## config.mk

```make
export PLATFORM = sky130hd
export DESIGN_NAME = ldpc_shift_scheduler
export DESIGN_NICKNAME = d
export VERILOG_FILES = /design/src/rtl/ldpc_sched_pkg.sv /design/src/rtl/ldpc_tag_delay.sv /design/src/rtl/ldpc_shift_scheduler.sv
export SDC_FILE = /design/constraint.sdc
export NUM_CORES = 1
export LEC_CHECK = 0
export CORE_MARGIN = 5
export CORE_UTILIZATION = 55
export CTS_CLUSTER_SIZE = 8
export DETAILED_ROUTE_END_ITERATION = 16
export PLACE_DENSITY_LB_ADDON = 0.2
export SLEW_MARGIN = 20
export SYNTH_ARGS = -nofsm -noshare
export SYNTH_HDL_FRONTEND = slang
export SYNTH_SLANG_ARGS = --single-unit
```

## constraint.sdc

```tcl
create_clock -name CLK -period 3.6 [get_ports CLK]
set_input_delay 1.08 -clock CLK [delete_from_list [all_inputs] [get_ports CLK]]
set_output_delay 1.08 -clock CLK [all_outputs]
set_load 0.02 [all_outputs]
```

## src/rtl/ldpc_sched_pkg.sv

```systemverilog
// ldpc_sched_pkg: shared FSM state, ROM entry and tag types plus width helpers for the LDPC shift scheduler.
package ldpc_sched_pkg;
  function automatic int idx_w(input int n);
    return n > 1 ? $clog2(n) : 1;
  endfunction
  localparam int DEF_MAXZ = 16;
  localparam int DEF_NB_ROWS = 4;
  localparam int DEF_NB_COLS = 8;
  localparam int DEF_SHW = idx_w(DEF_MAXZ);
  localparam int DEF_RW = idx_w(DEF_NB_ROWS);
  localparam int DEF_CW = idx_w(DEF_NB_COLS);
  typedef enum logic [1:0] {IDLE, RUN, DRAIN, DONE} sched_state_e;
  typedef struct packed {
    logic valid;
    logic [DEF_SHW-1:0] shift;
  } rom_entry_t;
  typedef struct packed {
    logic [DEF_CW-1:0] col;
    logic [DEF_RW-1:0] row;
    logic row_last;
  } sched_tag_t;
endpackage

```

## src/rtl/ldpc_tag_delay.sv

```systemverilog
// ldpc_tag_delay: LAT-deep valid+payload shift register for latency-matched side channels.
module ldpc_tag_delay
  import ldpc_sched_pkg::*;
#(
  parameter int LAT = 4,
  parameter type T = sched_tag_t
) (
  input  logic clk,
  input  logic rst_n,
  input  logic in_valid,
  input  T     in_tag,
  output logic out_valid,
  output T     out_tag
);
  logic [LAT-1:0] v;
  T t [LAT];
  always_ff @(posedge clk or negedge rst_n)
    if (!rst_n) begin
      v <= '0;
      for (int i = 0; i < LAT; i++) t[i] <= '0;
    end else begin
      v <= LAT'({v, in_valid});
      t[0] <= in_tag;
      for (int i = 1; i < LAT; i++) t[i] <= t[i-1];
    end
  assign out_valid = v[LAT-1];
  assign out_tag = t[LAT-1];
endmodule

```

## src/rtl/ldpc_shift_scheduler.sv

```systemverilog
// ldpc_shift_scheduler: walks the base-matrix ROM, issues non-null shifts and emits tags aligned to the shifter output.
// Define LDPC_SCHED_RANGECHK_EN to add the z_size range check and the sticky cfg_err output.
module ldpc_shift_scheduler
  import ldpc_sched_pkg::*;
#(
  parameter int MAXZ = 16,
  parameter int NB_ROWS = 4,
  parameter int NB_COLS = 8,
  parameter int LAT = 4,
  localparam int SHW = idx_w(MAXZ),
  localparam int RW = idx_w(NB_ROWS),
  localparam int CW = idx_w(NB_COLS)
) (
  input  logic           CLK,
  input  logic           rst_n,
  input  logic           start,
  input  logic [SHW:0]   z_size,
  output logic           rom_en,
  output logic [RW+CW-1:0] rom_addr,
  input  logic [SHW:0]   rom_rdata,
  output logic           sh_valid,
  output logic [SHW-1:0] sh_shift,
  output logic [CW-1:0]  sh_col,
  input  logic           issue_ready,
  output logic           out_valid,
  output logic [CW-1:0]  out_col,
  output logic [RW-1:0]  out_row,
  output logic           out_row_last,
  output logic           busy,
`ifdef LDPC_SCHED_RANGECHK_EN
  output logic           done,
  output logic           cfg_err
`else
  output logic           done
`endif
);
  typedef struct packed {
    logic valid;
    logic [SHW-1:0] shift;
  } entry_t;
  typedef struct packed {
    logic [CW-1:0] col;
    logic [RW-1:0] row;
    logic row_last;
  } tag_t;
  localparam int AW = RW + CW;
  localparam int GW = idx_w(LAT + 1);
  localparam logic [CW-1:0] COL_LAST = CW'(NB_COLS - 1);
  localparam logic [RW-1:0] ROW_LAST = RW'(NB_ROWS - 1);
  sched_state_e state, state_n;
  logic [RW-1:0] f_row, p_row;
  logic [CW-1:0] f_col, p_col;
  logic f_pend, p_valid, pend_live;
  logic [GW-1:0] drain_cnt, pend_age;
  logic [LAT-1:0] rl, rl_n;
  entry_t ent;
  tag_t in_tag, o_tag;
  logic take, consume, stall, fetch, final_take, patch;
  logic [SHW-1:0] shift_eff;
  assign ent = entry_t'(rom_rdata);
  assign take = p_valid && ent.valid && issue_ready;
  assign consume = p_valid && (!ent.valid || issue_ready);
  assign stall = p_valid && ent.valid && !issue_ready;
  assign fetch = state == RUN && f_pend && !stall;
  assign final_take = consume && p_row == ROW_LAST && p_col == COL_LAST;
  assign rom_en = fetch;
  assign rom_addr = AW'(f_row) * AW'(NB_COLS) + AW'(f_col);
  assign sh_valid = p_valid && ent.valid;
  assign sh_shift = p_valid ? shift_eff : '0;
  assign sh_col = p_valid ? p_col : '0;
  assign busy = state != IDLE;
  assign done = state == DONE;
  always_comb begin
    state_n = state;
    case (state)
      IDLE:    state_n = start ? RUN : IDLE;
      RUN:     state_n = final_take ? DRAIN : RUN;
      DRAIN:   state_n = drain_cnt == GW'(LAT - 1) ? DONE : DRAIN;
      default: state_n = IDLE;
    endcase
  end
  always_ff @(posedge CLK or negedge rst_n)
    if (!rst_n) state <= IDLE;
    else state <= state_n;
  always_ff @(posedge CLK or negedge rst_n)
    if (!rst_n) begin
      f_row <= '0;
      f_col <= '0;
      f_pend <= 1'b0;
      p_valid <= 1'b0;
      p_row <= '0;
      p_col <= '0;
      drain_cnt <= '0;
      pend_live <= 1'b0;
      pend_age <= '0;
      rl <= '0;
    end else begin
      if (state == IDLE && start) begin
        f_row <= '0;
        f_col <= '0;
        f_pend <= 1'b1;
      end else if (fetch) begin
        f_col <= f_col == COL_LAST ? '0 : f_col + 1'b1;
        f_row <= f_col != COL_LAST ? f_row : (f_row == ROW_LAST ? '0 : f_row + 1'b1);
        f_pend <= !(f_col == COL_LAST && f_row == ROW_LAST);
      end
      if (fetch) begin
        p_valid <= 1'b1;
        p_row <= f_row;
        p_col <= f_col;
      end else if (consume) p_valid <= 1'b0;
      drain_cnt <= state == DRAIN ? drain_cnt + 1'b1 : '0;
      pend_live <= take ? p_col != COL_LAST : (consume && p_col == COL_LAST ? 1'b0 : pend_live);
      pend_age <= take ? '0 : (pend_age == GW'(LAT) ? pend_age : pend_age + 1'b1);
      rl <= rl_n;
    end
  // A row ending in nulls resolves its last issued tag late; pend_age is the pipe stage
  // holding that tag, so the flag is set in flight (possible while trailing nulls < LAT).
  assign patch = consume && !ent.valid && p_col == COL_LAST && pend_live && pend_age < GW'(LAT - 1);
  always_comb begin
    rl_n = rl << 1;
    for (int i = 0; i < LAT; i++)
      if (patch && int'(pend_age) + 1 == i) rl_n[i] = 1'b1;
  end
  assign in_tag = take ? tag_t'{p_col, p_row, p_col == COL_LAST} : '0;
  ldpc_tag_delay #(.LAT(LAT), .T(tag_t)) u_tag_delay (
    .clk(CLK),
    .rst_n(rst_n),
    .in_valid(take),
    .in_tag(in_tag),
    .out_valid(out_valid),
    .out_tag(o_tag)
  );
  assign out_col = o_tag.col;
  assign out_row = o_tag.row;
  assign out_row_last = out_valid && (o_tag.row_last || rl[LAT-1]);
`ifdef LDPC_SCHED_RANGECHK_EN
  localparam logic [SHW:0] ZMAX = (SHW + 1)'(MAXZ);
  logic [SHW:0] z_lat;
  logic oob;
  assign oob = ent.valid && {1'b0, ent.shift} >= z_lat;
  assign shift_eff = oob ? '0 : ent.shift;
  always_ff @(posedge CLK or negedge rst_n)
    if (!rst_n) begin
      z_lat <= '0;
      cfg_err <= 1'b0;
    end else if (state == IDLE && start) begin
      z_lat <= z_size;
      cfg_err <= z_size == '0 || z_size > ZMAX;
    end else if (p_valid && oob) cfg_err <= 1'b1;
`else
  logic unused_z;
  assign unused_z = ^z_size;
  assign shift_eff = ent.shift;
`endif
endmodule

```

==> results.md, run 1 <==
- Outcome: finished clean
- # placed instances: 230
- Vias per cell: around 5.1
- Hold Path Sink: u_tag_delay.t[6]
- Site Rows: 22
- Postcts setup bufs: 0
- Clock H-tree levels: 2
- Worst-Margin Slew: approximately 0.62 ns
- PD cells: 695 nW/um^2
- Port-buffer cells: 31
- Most numerous cell in the Yosys netlist: dfrtp_1
- Register area: 1330 um^2
- HP Class: flip-flop to flip-flop
- Critical path fanouts, max: 3
- HPWL Detailed: about 2300 um
- Layout cells sized above 1: 0.121
- Critical setup path kind: primary input to output pin
- Pre-CTS setup slack: between 0.02 and 0.03 ns
- Crit path capture type: output pin
- Antenna Nets Post-Route: 0
- Average cell area after synthesis: around 13 um^2
- Drt total wl: around 3200 um
- Max-slew violations: 0
- Leakage: 1.23 nW
- Worst Setup Slack, final: 0.218 ns
- Multi-input gate area: about 640 um^2
- Largest family of logic cells by synthesized area: simple AND/OR/NAND/NOR gates
- Core area: ~3600 um^2
- Main flop type after synthesis: dfrtp_1
- Mapped Nets: 181
- XOR/XNOR share of the synthesized area: 0.00427
- Startpoint Class: primary input
- Top cells by area, synth: dfrtp_1 (65%), ha_1 (6.7%), and2_1 (4.6%)
- Max cap viols: 0
- Final setup fails: 0
- Top post-synthesis cells by count: dfrtp_1 (53), and2_1 (15), ha_1 (11)
- Critical Path AT: approximately 2.3 ns
- Synth Cell Area: 2050 um^2
- Fmax: approximately 0.3 GHz
- Post-synthesis mux area share: 0.0372
- Post-synth EDFFs: 0
- Hold Buf Count CTS: 0
- Placed Area: between 2000 and 2500 um^2
- CTS Root Cell: clkbuf_8
- Sinks on Clock Net: 53
- FFs w/ async S/R, synth: 1.00
- DR DRC count: 0
- Max Buffers Root-to-Sink: 2
- Yosys reg bits: 53
- Seq/Total Area, Yosys: 0.647
- Complex-gate fraction of the synthesized area: 0.0488
- Yosys cell types: 37
- Post-Synth Simple-Gate Area: 0.157
- Worst vdd ir: ~370 uV
- Largest area contributor in the netlist: dfrtp_1
- Ys Warns: 0
- Wire length per cell after detailed routing: approximately 14 um
- Final hold violations: 0
- Finished Core Util: 0.684
- TNS Setup: 0 ns
- Total grt overflow: 0
- Initial Util: 0.564
- Design Area, Final: roughly 2500 um^2
- R2r startpoint: f_col[0]
- Synthesized instance count: around 160
- TritonCTS Buffers: 5
- RSZ-0062 raised after global routing: no
- Overall routing resource usage: 0.144
- Worst-case reg-to-reg path depth: 4
- Area delta synth->final: 21.1%
- Clock skew: 0.00538 ns
- I/O pin total: 37
- Nets: between 200 and 250
- Adder-Cell Fraction of Synth Area: 0.0671
- Worst EP required: 2.52 ns
- Hold Worst Slack: 0.354 ns
- Minimum clock period: around 3.4 ns
- Overall Power: between 1.5 and 2 mW
- Die Ht: about 71 um
- Largest net degree at the start of global routing: 54
- Worst Hold Depth: 0
- Initial antenna violation count: 0
- TritonRoute pass-1 iters: 4
- Chip Width: between 70 and 80 um
- Non-Filler Instances: between 200 and 250
- CTS tree: built
- CTS resizes: 0
- Yosys top cell area share: 0.647
- Ant diodes: 0
- Clk slew on worst S/H paths: ~0.09 ns
- Routed via count: 1204
- FF-to-FF End: f_col[0]
- Startpoint of the worst hold path: u_tag_delay.t[12]
- Fillers: approximately 280
- Initial drt markers: 54
- Vias in the first global route: approximately 1.2k
- Final GP Congestion: around 0.83
- Worst R2R Setup Slack: around 2 ns
- First-pass GRT wire length: 5570 um
- Slew headroom: 0.584
- Worst skew pair latency: approximately 0.3 ns
- Die area: slightly above 5000 um^2
- Final Cycle Share: 0.939
==> how the worst max path moves through the flow <==
| stage | to | from | slack (ns) | depth (start not counted) |
|---|---|---|---|---|
| after global placement | rom_en | issue_ready | 0.03 | 4 |
| after CTS | rom_en | issue_ready | 0.01 | 4 |
| final | sh_valid | rom_rdata[4] | 0.22 | 3 |
| after floorplan | rom_en | issue_ready | 0.99 | 2 |
| after global routing | sh_valid | rom_rdata[4] | 0.17 | 3 |
| after detailed placement | rom_en | issue_ready | 0.03 | 4 |
==> worst max-delay path: stages <==
cell             delay [ns]
clkdlybuf4s50_1        0.50
and2_1                 0.13
clkdlybuf4s50_1        0.59
==> metal layers <==
metal,global-route usage,part of all wire,vias to the layer above
li1,-,-,578
met1,0.181,0.43,594
met2,0.230,0.51,26
met3,0.0497,0.047,6
met4,0.0564,0.018,0
met5,0,0,-
==> flip-flops by register name, indices dropped and copies added (netlist names) <==
register and flops:
u_tag_delay.t 18, u_tag_delay.out_tag 6, rl 4, u_tag_delay.v 4
drain_cnt 3, f_col 3, p_col 3, pend_age 3
f_row 2, p_row 2, state 2, f_pend 1
p_valid 1, pend_live 1
==> layout make-up <==
class / count / share of cell area
Sequential cell: 53 / 0.534
Multi-Input combinational cell: 87 / 0.259
Timing Repair Buffer: 34 / 0.134
Clock buffer: 5 / 0.0277
Tap cell: 48 / 0.0242
Inverter: 8 / 0.0121
Clock inverter: 3 / 0.00856
==> cells in the final DEF, fill, tap and decap left out, types with 2 or more instances in the layout <==
cell type | netlist | final
or2_2 | 2 | 2
inv_1 | 8 | 8
clkbuf_8 | 0 | 5
mux2_2 | 5 | 5
clkdlybuf4s50_1 | 0 | 29
and2_1 | 15 | 15
nand3b_1 | 2 | 2
nand2_1 | 10 | 10
nand3_1 | 3 | 3
dfrtp_1 | 53 | 53
mux2i_1 | 2 | 2
a21o_1 | 3 | 3
nand2b_1 | 2 | 2
ha_1 | 11 | 11
o21a_1 | 2 | 2
nor2_1 | 6 | 6
buf_4 | 5 | 4
nor3_1 | 2 | 2
o21ai_0 | 4 | 4
==> cells by family after synthesis <==
logic type,after synthesis
AOI/OAI and AO/OA,14
xor gates and xnor gates,1
adders and majority gates,11
buffers and inverters,16
DFF,53
muxes,7
and+or+nand+nor,54
==> power by group <==
part           internal, mW  switching [mW]
Clock                 0.138           0.186
Sequential            0.716           0.108
Combinational         0.291           0.288
Total                  1.14           0.583
(Power assumes the default switching activity.)
==> inputs of run 2 (changes only) <==
--- a/config.mk
+++ b/config.mk
@@ -5,8 +5,9 @@
 export SDC_FILE = /design/constraint.sdc
 export NUM_CORES = 1
 export LEC_CHECK = 0
+export CORE_ASPECT_RATIO = 2
 export CORE_MARGIN = 5
-export CORE_UTILIZATION = 55
+export CORE_UTILIZATION = 35
 export CTS_CLUSTER_SIZE = 8
 export DETAILED_ROUTE_END_ITERATION = 16
 export PLACE_DENSITY_LB_ADDON = 0.2
==> run 2 against run 1 <==
Effect of this change:
- sequential share of layout area shrank 1.7 points
- final cell count grew 5.5%
- register-to-register slack got worse by 0.02 ns
- clock power grew 52%
- die area grew 50%
- utilization shrank 23 points
- routed wire length rose by 16%
- critical path type unchanged
- critical endpoint unchanged
- largest cell class unchanged
- largest power group unchanged
==> results.md, run 2 (same netlist as run 1, synthesis figures left out) <==
- Critical setup path kind: primary input to output pin
- Critical path fanouts, max: 3
- Worst-case reg-to-reg path depth: 4
- CTS tree: built
- Overall routing resource usage: 0.112
- Wire length per cell after detailed routing: 14.8 um
- Leakage: 1.26 nW
- Initial antenna violation count: 0
- Commonest cells after routing, fill and taps aside: dfrtp_1 (53), clkdlybuf4s50_1 (29), and2_1 (15)
- DR DRC count: 0
- Routed via count: approximately 1.2k
- Port-buffer cells: 31
- Outcome: finished clean
- Gate power share: 0.307
- Total grt overflow: 0
- Initial Util: 0.359
- Critical Path AT: about 2.3 ns
- Die Ht: 118 um
- Sinks on Clock Net: 53
- Slew headroom: 0.569
- Final Cycle Share: 0.941
- Worst vdd ir: between 500 and 600 uV
- Register share of total power: 0.435
- Ant diodes: 0
- Clock H-tree levels: 2
- Buf/Inv on CP: 2
- Max cap viols: 0
- Placed Area: 2400 um^2
- Most flop-heavy register: u_tag_delay.t
- Final hold violations: 0
- Final setup fails: 0
- Sw Share: 0.322
- Postcts setup bufs: 0
- CP most frequent cell: clkdlybuf4s50_1
- Clock power share: 0.259
- Vias in the first global route: between 1k and 1.5k
- Hold Worst Slack: between 0.3 and 0.4 ns
- Worst EP required: ~2.5 ns
- Pre-CTS setup slack: approximately 0.027 ns
- Antenna Nets Post-Route: 0
- Largest net degree at the start of global routing: 54
- HP Class: flip-flop to flip-flop
- Clk slew on worst S/H paths: ~0.060 ns
- Worst Setup Slack, final: approximately 0.21 ns
- Drt total wl: between 3000 and 4000 um
- Fillers: around 530
- P_int: between 1 and 1.5 mW
- Design Area, Final: 2570 um^2
- Max reg flops: 18
- Max Buffers Root-to-Sink: 2
- Nets: around 210
- Slowest stage delay, CP: around 0.60 ns
- Area delta synth->final: 25.1%
- Fmax: 0.295 GHz
- TNS Setup: 0 ns
- Slowest stage cell, crit path: clkdlybuf4s50_1
- Psw: approximately 0.61 mW
- CTS resizes: 0
- TritonRoute pass-1 iters: 4
- CTS Root Cell: clkbuf_16
- Levels on crit path: 3
- Most common cell after layout, fill and taps aside: dfrtp_1
- Initial drt markers: 40
- Max-slew violations: 0
- RSZ-0062 raised after global routing: no
- Worst Hold Depth: 0
- Die area: roughly 7600 um^2
- Worst-Margin Slew: approximately 0.65 ns
- Worst skew pair latency: about 0.30 ns
- HPWL Detailed: between 2000 and 3000 um
- Top delay family on crit path: buffers and inverters
- First-pass GRT wire length: approximately 6600 um
- Layout cells sized above 1: 0.121
- Hold Buf Count CTS: 0
- TritonCTS Buffers: 5
- Core area: roughly 5700 um^2
- PD cells: between 700 and 800 nW/um^2
- Crit path capture type: output pin
- Site Rows: 39
- I/O pin total: 37
- Vias per cell: a little under 5
- Chip Width: between 60 and 70 um
- Minimum clock period: 3.39 ns
- Clock skew: 0.0104 ns
- Startpoint Class: primary input
- Final GP Congestion: 0.750
- Crit-path cells: clkdlybuf4s50_1, and2_1, clkdlybuf4s50_1
-- run 2: routing by layer --
metal,track usage,up-vias,part of all wire
met4,0.0650,0,0.027
met3,0.0247,8,0.046
li1,-,583,-
met2,0.204,31,0.56
met1,0.112,603,0.37
met5,0,-,0
-- run 2: worst reg2reg max path, cell delays in order (launching register included) --
cell and delay, ns:
dfrtp_1 0.43, ha_1 0.23, ha_1 0.23, or4_1 0.52, o21ai_0 0.09
-- run 2: cell type report --
cell class	count	area, um^2	share of cell area
clock buffer	6	139	0.0541
clock inverter	2	17.5	0.00683
inverter	8	30.0	0.0117
multi-input combinational	87	644	0.251
sequential	53	1330	0.517
tap	61	76.3	0.0297
timing repair buffer	34	333	0.130
-- run 2: per-stage QoR --
stage               utilization  total power, mW  instances
floorplan                     -             1.17        156
global placement          0.421             1.40        243
detailed placement        0.421             1.43        243
CTS                       0.449             1.93        251
global route              0.449             2.02        251
finish                    0.449             1.90        251
-- run 2: power by group through the flow --
stage          registers, mW  clock network (mW)  logic, mW
2_1_floorplan          0.832                   0      0.342
3_3_place_gp           0.833                   0      0.565
3_5_place_dp           0.840                   0      0.586
4_1_cts                0.829               0.511      0.592
5_1_grt                0.848               0.532      0.642
6_report               0.825               0.491      0.582
-- run 2: path summary, 6_finish.rpt --
path / from / to / slack, ns
worst min-delay path: u_tag_delay.t[9] / u_tag_delay.out_tag[3] / 0.35
max in group asynchronous: rst_n / drain_cnt[1] / 2.35
min in group asynchronous: rst_n / f_pend / 0.82
worst max-delay path: rom_rdata[4] / sh_valid / 0.21
worst min register to register: u_tag_delay.t[9] / u_tag_delay.out_tag[3] / 0.35
worst max register to register: f_col[0] / f_col[0] / 2.03
==> inputs of run 3 (changes only) <==
--- a/config.mk
+++ b/config.mk
@@ -5,11 +5,15 @@
 export SDC_FILE = /design/constraint.sdc
 export NUM_CORES = 1
 export LEC_CHECK = 0
+export CELL_PAD_IN_SITES_DETAIL_PLACEMENT = 0
+export CELL_PAD_IN_SITES_GLOBAL_PLACEMENT = 1
 export CORE_ASPECT_RATIO = 2
 export CORE_MARGIN = 5
 export CORE_UTILIZATION = 35
+export CTS_CLUSTER_DIAMETER = 100
 export CTS_CLUSTER_SIZE = 8
 export DETAILED_ROUTE_END_ITERATION = 16
+export HOLD_SLACK_MARGIN = 0.02
 export PLACE_DENSITY_LB_ADDON = 0.2
 export SLEW_MARGIN = 20
 export SYNTH_ARGS = -nofsm -noshare
==> run 3 against run 2 <==
Effect of this change:
- utilization barely moved
- count of clock-buffer cells in the layout decreased by 1
- combinational power hardly changed
- die area did not move
- critical path depth is the same
- routed wire length shrank 2.0%
- final cell count stayed put
- sequential power is essentially flat
- clock power shrank 1%
- via count decreased by 2.5%
- global-route usage shrank 0.65 points
==> results.md, run 3 (same netlist as run 1, synthesis figures left out) <==
- HP Class: flip-flop to flip-flop
- Design Area, Final: about 2600 um^2
- Max cap viols: 0
- Slew headroom: 0.579
- Vias in the first global route: around 1.3k
- Most flop-heavy register: u_tag_delay.t
- Psw: 0.617 mW
- Ant diodes: 0
- Total grt overflow: 0
- Fmax: between 0.2 and 0.3 GHz
- P_int: roughly 1.3 mW
- Largest net degree at the start of global routing: 54
- RSZ-0062 raised after global routing: no
- First-pass GRT wire length: 6310 um
- Max-slew violations: 0
- TritonRoute pass-1 iters: 2
- Wire length per cell after detailed routing: approximately 15 um
- Clock skew: 0.00711 ns
- Worst EP required: around 2.5 ns
- Critical Path AT: approximately 2.4 ns
- TritonCTS Buffers: 5
- HPWL Detailed: ~2700 um
- Pre-CTS setup slack: roughly 0.029 ns
- Most common cell after layout, fill and taps aside: dfrtp_1
- Worst skew pair latency: 0.29 ns
- I/O pin total: 37
- Final GP Congestion: ~0.75
- Worst-Margin Slew: ~0.63 ns
- Startpoint Class: primary input
- Worst Setup Slack, final: roughly 0.14 ns
- CTS tree: built
- Area delta synth->final: 25.3%
- Overall Power: between 1.5 and 2 mW
- Commonest cells after routing, fill and taps aside: dfrtp_1 (53), clkdlybuf4s50_1 (29), and2_1 (15)
- Finished Core Util: 0.450
- Nets: 214
- Site Rows: 39
- Minimum clock period: around 3.5 ns
- Max reg flops: 18
- Leakage: approximately 1.3 nW
- Layout cells sized above 1: 0.121
- Outcome: finished clean
- Worst vdd ir: about 570 uV
- PD cells: ~740 nW/um^2
- Multi-input gate area: 644 um^2
- Core area: between 5000 and 6000 um^2
- Antenna Nets Post-Route: 0
- Initial drt markers: 26
- Sinks on Clock Net: 53
- Routed via count: between 1k and 1.5k
- Chip Width: 64.1 um
- Critical setup path kind: primary input to output pin
- TNS Setup: 0 ns
- Fillers: approximately 540
- Crit path capture type: output pin
- Clock power share: 0.257
- Register share of total power: 0.436
- Die area: 7580 um^2
- Drt total wl: about 3600 um
- Sw Share: 0.327
- Gate power share: 0.307
- Port-buffer cells: 31
- Die Ht: about 120 um
- Max Buffers Root-to-Sink: 2
- Clk slew on worst S/H paths: 0.07 ns
- Vias per cell: roughly 4.8
- CTS Root Cell: clkbuf_16
- Initial Util: 0.359
- DR DRC count: 0
- Final hold violations: 0
- Clock H-tree levels: 2
- Overall routing resource usage: 0.106
- Register area: ~1300 um^2
- Final setup fails: 0
- Initial antenna violation count: 0
- Critical path fanouts, max: 5
- Placed Area: between 2000 and 2500 um^2
- Final Cycle Share: 0.962
==> run 3: power groups by stage <==
stage / logic (mW) / registers [mW] / clock network [mW]
3_5_place_dp: 0.589 / 0.837 / 0
2_1_floorplan: 0.342 / 0.832 / 0
5_1_grt: 0.638 / 0.846 / 0.521
3_3_place_gp: 0.571 / 0.830 / 0
6_report: 0.580 / 0.824 / 0.485
4_1_cts: 0.594 / 0.827 / 0.503
==> run 3: final timing paths <==
| check | slack, ns | from | endpoint | cells past startpoint |
|---|---|---|---|---|
| min in group asynchronous | 0.81 | rst_n | u_tag_delay.t[7] | 1 |
| hold / removal | 0.35 | u_tag_delay.t[15] | u_tag_delay.t[9] | 0 |
| max in group asynchronous | 2.37 | rst_n | rl[3] | 1 |
| setup reg to reg | 2.03 | f_col[0] | f_col[0] | 4 |
| hold reg to reg | 0.35 | u_tag_delay.t[15] | u_tag_delay.t[9] | 0 |
| setup / recovery | 0.14 | rom_rdata[4] | sh_valid | 3 |
==> run 3: through the flow <==
| step | hold slack, ns | instances |
|---|---|---|
| global route | 0.355 | 251 |
| global placement | 0.333 | 243 |
| detailed placement | 0.336 | 243 |
| floorplan | 0.331 | 156 |
| finish | 0.348 | 251 |
| CTS | 0.351 | 251 |
==> run 3: critical path: stages <==
cell,delay (ns)
clkdlybuf4s50_1,0.54
and2_1,0.16
clkdlybuf4s50_1,0.60
==> run 3: cell type report <==
cell class,count,share of cell area
sequential,53,0.516
multi-input combinational,87,0.251
timing repair buffer,34,0.130
clock buffer,5,0.0487
tap,61,0.0297
clock inverter,3,0.0132
inverter,8,0.0117
==> run 3: what timing repair did <==
action                                 CTS  global route
gates resized for setup                  0             1
endpoints found under the hold margin    0             0
hold buffers                             0             0
setup endpoints to repair                0             1
setup buffers                            0             0
==> run 3: layer usage <==
metal | wire (um) | share of wire | up-vias | track usage
li1 | - | - | 579 | -
met1 | 1330 | 0.37 | 577 | 0.106
met2 | 2020 | 0.55 | 29 | 0.189
met3 | 142 | 0.039 | 9 | 0.0256
met5 | 0 | 0 | - | 0
met4 | 149 | 0.041 | 0 | 0.0637
==> RTL edit (settings of run 2) <==
Re-encode `sched_state_e` (4 states) as one-hot, 4 bits wide.
--- a/src/rtl/ldpc_sched_pkg.sv
+++ b/src/rtl/ldpc_sched_pkg.sv
@@ -10,5 +10,5 @@
   localparam int DEF_RW = idx_w(DEF_NB_ROWS);
   localparam int DEF_CW = idx_w(DEF_NB_COLS);
-  typedef enum logic [1:0] {IDLE, RUN, DRAIN, DONE} sched_state_e;
+  typedef enum logic [3:0] {IDLE = 4'b0001, RUN = 4'b0010, DRAIN = 4'b0100, DONE = 4'b1000} sched_state_e;
   typedef struct packed {
     logic valid;
Behaviour: same outputs for any inputs over 10 cycles, from zero or initial values and one cycle with rst_n low; not proved beyond that.
==> RTL edit against run 2 <==
  * Sequential power shrank 6.4%
  * Wire length grew 3.7%
  * Via count grew 3.0%
  * Area after synthesis grew 5.2%
  * Worst setup slack lost 170 ps
  * Non-clock buffer count is the same
  * Combinational power shrank 30%
  * Final area grew 4.1%
  * Largest cell class unchanged
  * Total power shrank 11%
  * Sequential cell count grew 2
==> RTL edit: results (changes against run 2) <==
Status
  • Result of the run: completed

CTS
  • Clock root buffer: sky130_fd_sc_hd__clkbuf_16
  • Depth of the CTS H-tree: 2 (unchanged)
  • Number of clock buffers inserted by TritonCTS: 5 (unchanged)
  • Latest clock arrival within the worst-skew pair: 290 ps
  • Post-CTS clock slew at the launch and capture registers of the worst setup and hold paths: 70 ps

Worst setup path
  • Slack of the worst reg-to-reg path: 1810 ps (-220 ps)
  • Critical-path maximum fanout: 4 (+1)
  • CP arrival: 2480 ps (+170 ps)

STA
  • Remaining max-slew budget at the tightest pin: 0.555 (-0.0136)
  • Worst hold slack across all endpoints: 350 ps (+0.921 ps)
  • Setup Viol. Count Final: 0 (unchanged)
  • Worst-case clock skew: 7.69 ps (-2.70 ps)

Global routing
  • Global-route wire length before repair: 6.75 mm (+2.9%)
  • Initial antenna violation count: 0 (unchanged)
  • Met2 usage in global routing: 0.198 (-0.00593)
  • GR Layer Usage met3: 0.0306 (+0.00592)
  • Pin count of the biggest net entering global routing: 56 (+3.7%)
  • Number of global-route vias before repair: 1428 (+5.1%)
  • Aggregate global-route resource usage: 0.114 (+0.00161)
  • Met1 track demand over resource: 0.125 (+0.0128)

Drt
  • Number of iterations in the first detailed-routing pass: 4 (unchanged)
  • Total detailed-routing wirelength: 3.86 mm (+3.7%)
  • Starting DRT DRC Count: 17 (-57%)
  • Per-cell via count in the routed design: 4.93 (+1.0%)

Finish
  • Layout cell share with drive strength beyond 1: 0.135 (+0.0137)
  • Filler-free cell count of the finished design: 256 (+2.0%)
  • Max reg flops: 18 (unchanged)
  • Number of inserted filler cells in the final layout: 560 (+6.7%)
  • Final net count: 217 (+1.4%)
  • Diode insertion count for antenna repair: 0 (unchanged)

Pwr
  • Worst IR Drop VDD: 350 uV (-30%)
  • Leakage power of the design: 1.33 nW (+5.2%)

Logic synthesis
  • Post-Synthesis Mean Instance Area: 13.6 sq um (+3.3%)
  • Leading cell type by number of instances after synthesis: sky130_fd_sc_hd__dfrtp_1
  • Yosys warning count: 0 (unchanged)
  • Dominant register cell in the synthesized netlist: sky130_fd_sc_hd__dfrtp_1
  • Sequential fraction of the synthesis area: 0.638 (-0.00847)
  • Total nets after synthesis: 184 (+1.7%)
  • Most instantiated cells after synthesis: 54 x sky130_fd_sc_hd__dfrtp_1, 16 x sky130_fd_sc_hd__and2_1, 11 x sky130_fd_sc_hd__ha_1
  • Top area cells in the synthesized netlist: sky130_fd_sc_hd__dfrtp_1 63%, sky130_fd_sc_hd__ha_1 6.4%, sky130_fd_sc_hd__and2_1 4.6%, sky130_fd_sc_hd__mux2_2 2.6%, sky130_fd_sc_hd__mux2i_1 2.3%
  • Share of flip-flops with an asynchronous set or reset: 1.00 (unchanged)
  • Netlist cell types: 35 (-5.4%)

Min path
  • Min-delay worst type: reg2reg

Placement
  • Final weighted congestion of routability-driven global placement: 0.715 (-4.7%)
  • Post-placement cell count: 248 (+2.1%)
  • Final HPWL from detailed placement: 2.79 mm (+1.8%)
  • Area after DPL: 2510 sq um (+4.6%)
-- RTL edit: cell count changes in the layout (fill, tap and decap cells not counted), moves of 2 or more --
cell | run 2 | this run
sky130_fd_sc_hd__nand2b_1 | 2 | 0
sky130_fd_sc_hd__nor4b_4 | 0 | 2
sky130_fd_sc_hd__nand2_1 | 10 | 8
sky130_fd_sc_hd__o21ai_0 | 4 | 8
sky130_fd_sc_hd__nand3_1 | 3 | 1
sky130_fd_sc_hd__mux2i_1 | 2 | 5
sky130_fd_sc_hd__nor4b_1 | 0 | 2
-- RTL edit: final cells by class --
class / instances / share of cell area
clock buffer: 6 / 0.0520
sequential: 55 / 0.515
timing repair buffer: 34 / 0.123
tap: 63 / 0.0295
inverter: 7 / 0.00983
clock inverter: 2 / 0.00655
multi-input combinational: 89 / 0.264
-- RTL edit: kinds of logic after synthesis --
group / synth area share
flip-flops: 0.638
AND/OR/NAND/NOR: 0.158
AO/OA/AOI/OAI: 0.0510
buffers and inverters: 0.0354
adder cells (fa/ha/maj): 0.0638
multiplexers: 0.0493
XOR/XNOR: 0.00406
-- RTL edit: metal layers --
layer	vias to the layer above	wire, um
met1	627	1530
li1	593	-
met5	-	0
met3	7	132
met2	35	2100
met4	0	95
-- RTL edit: path summary, 6_finish.rpt --
kind / startpoint / to / cells past startpoint
setup / recovery: rom_rdata[4] / sh_valid / 4
hold / removal: u_tag_delay.t[21]$_DFF_PN0_ / u_tag_delay.t[15]$_DFF_PN0_ / 0
setup reg to reg: pend_age[0]$_DFFE_PN0P_ / rl[0]$_DFF_PN0_ / 4
hold reg to reg: u_tag_delay.t[21]$_DFF_PN0_ / u_tag_delay.t[15]$_DFF_PN0_ / 0
max in group asynchronous: rst_n / f_pend$_DFFE_PN0P_ / 1
min in group asynchronous: rst_n / u_tag_delay.t[16]$_DFF_PN0_ / 1
-- RTL edit: worst max-delay path, stage by stage --
cell	delay, ps
sky130_fd_sc_hd__clkdlybuf4s50_1	530
sky130_fd_sc_hd__buf_4	150
sky130_fd_sc_hd__and2_1	120
sky130_fd_sc_hd__clkdlybuf4s50_1	600
-- RTL edit: stage by stage --
step	setup slack, ps	util
2_1_floorplan	928	-
3_3_place_gp	-2.29	0.419
3_5_place_dp	-17.3	0.419
4_1_cts	49.9	0.445
5_1_grt	5.94	0.445
6_report	44.2	0.445
-- RTL edit: power by group --
group          internal [mW]  switching (mW)  leakage, nW  total, mW
registers              0.690          0.0811        0.744      0.772
clock network          0.282           0.225       0.0779      0.507
logic                  0.193           0.215        0.504      0.408
total                   1.17           0.521         1.33       1.69
-- RTL edit: timing repair --
item | 4_1_cts | 5_1_grt
resized for setup | 1 | 0
hold buffers | 0 | 0
endpoints found under the hold margin | 0 | 0
setup endpoints to repair | 1 | 0
setup buffers | 0 | 0
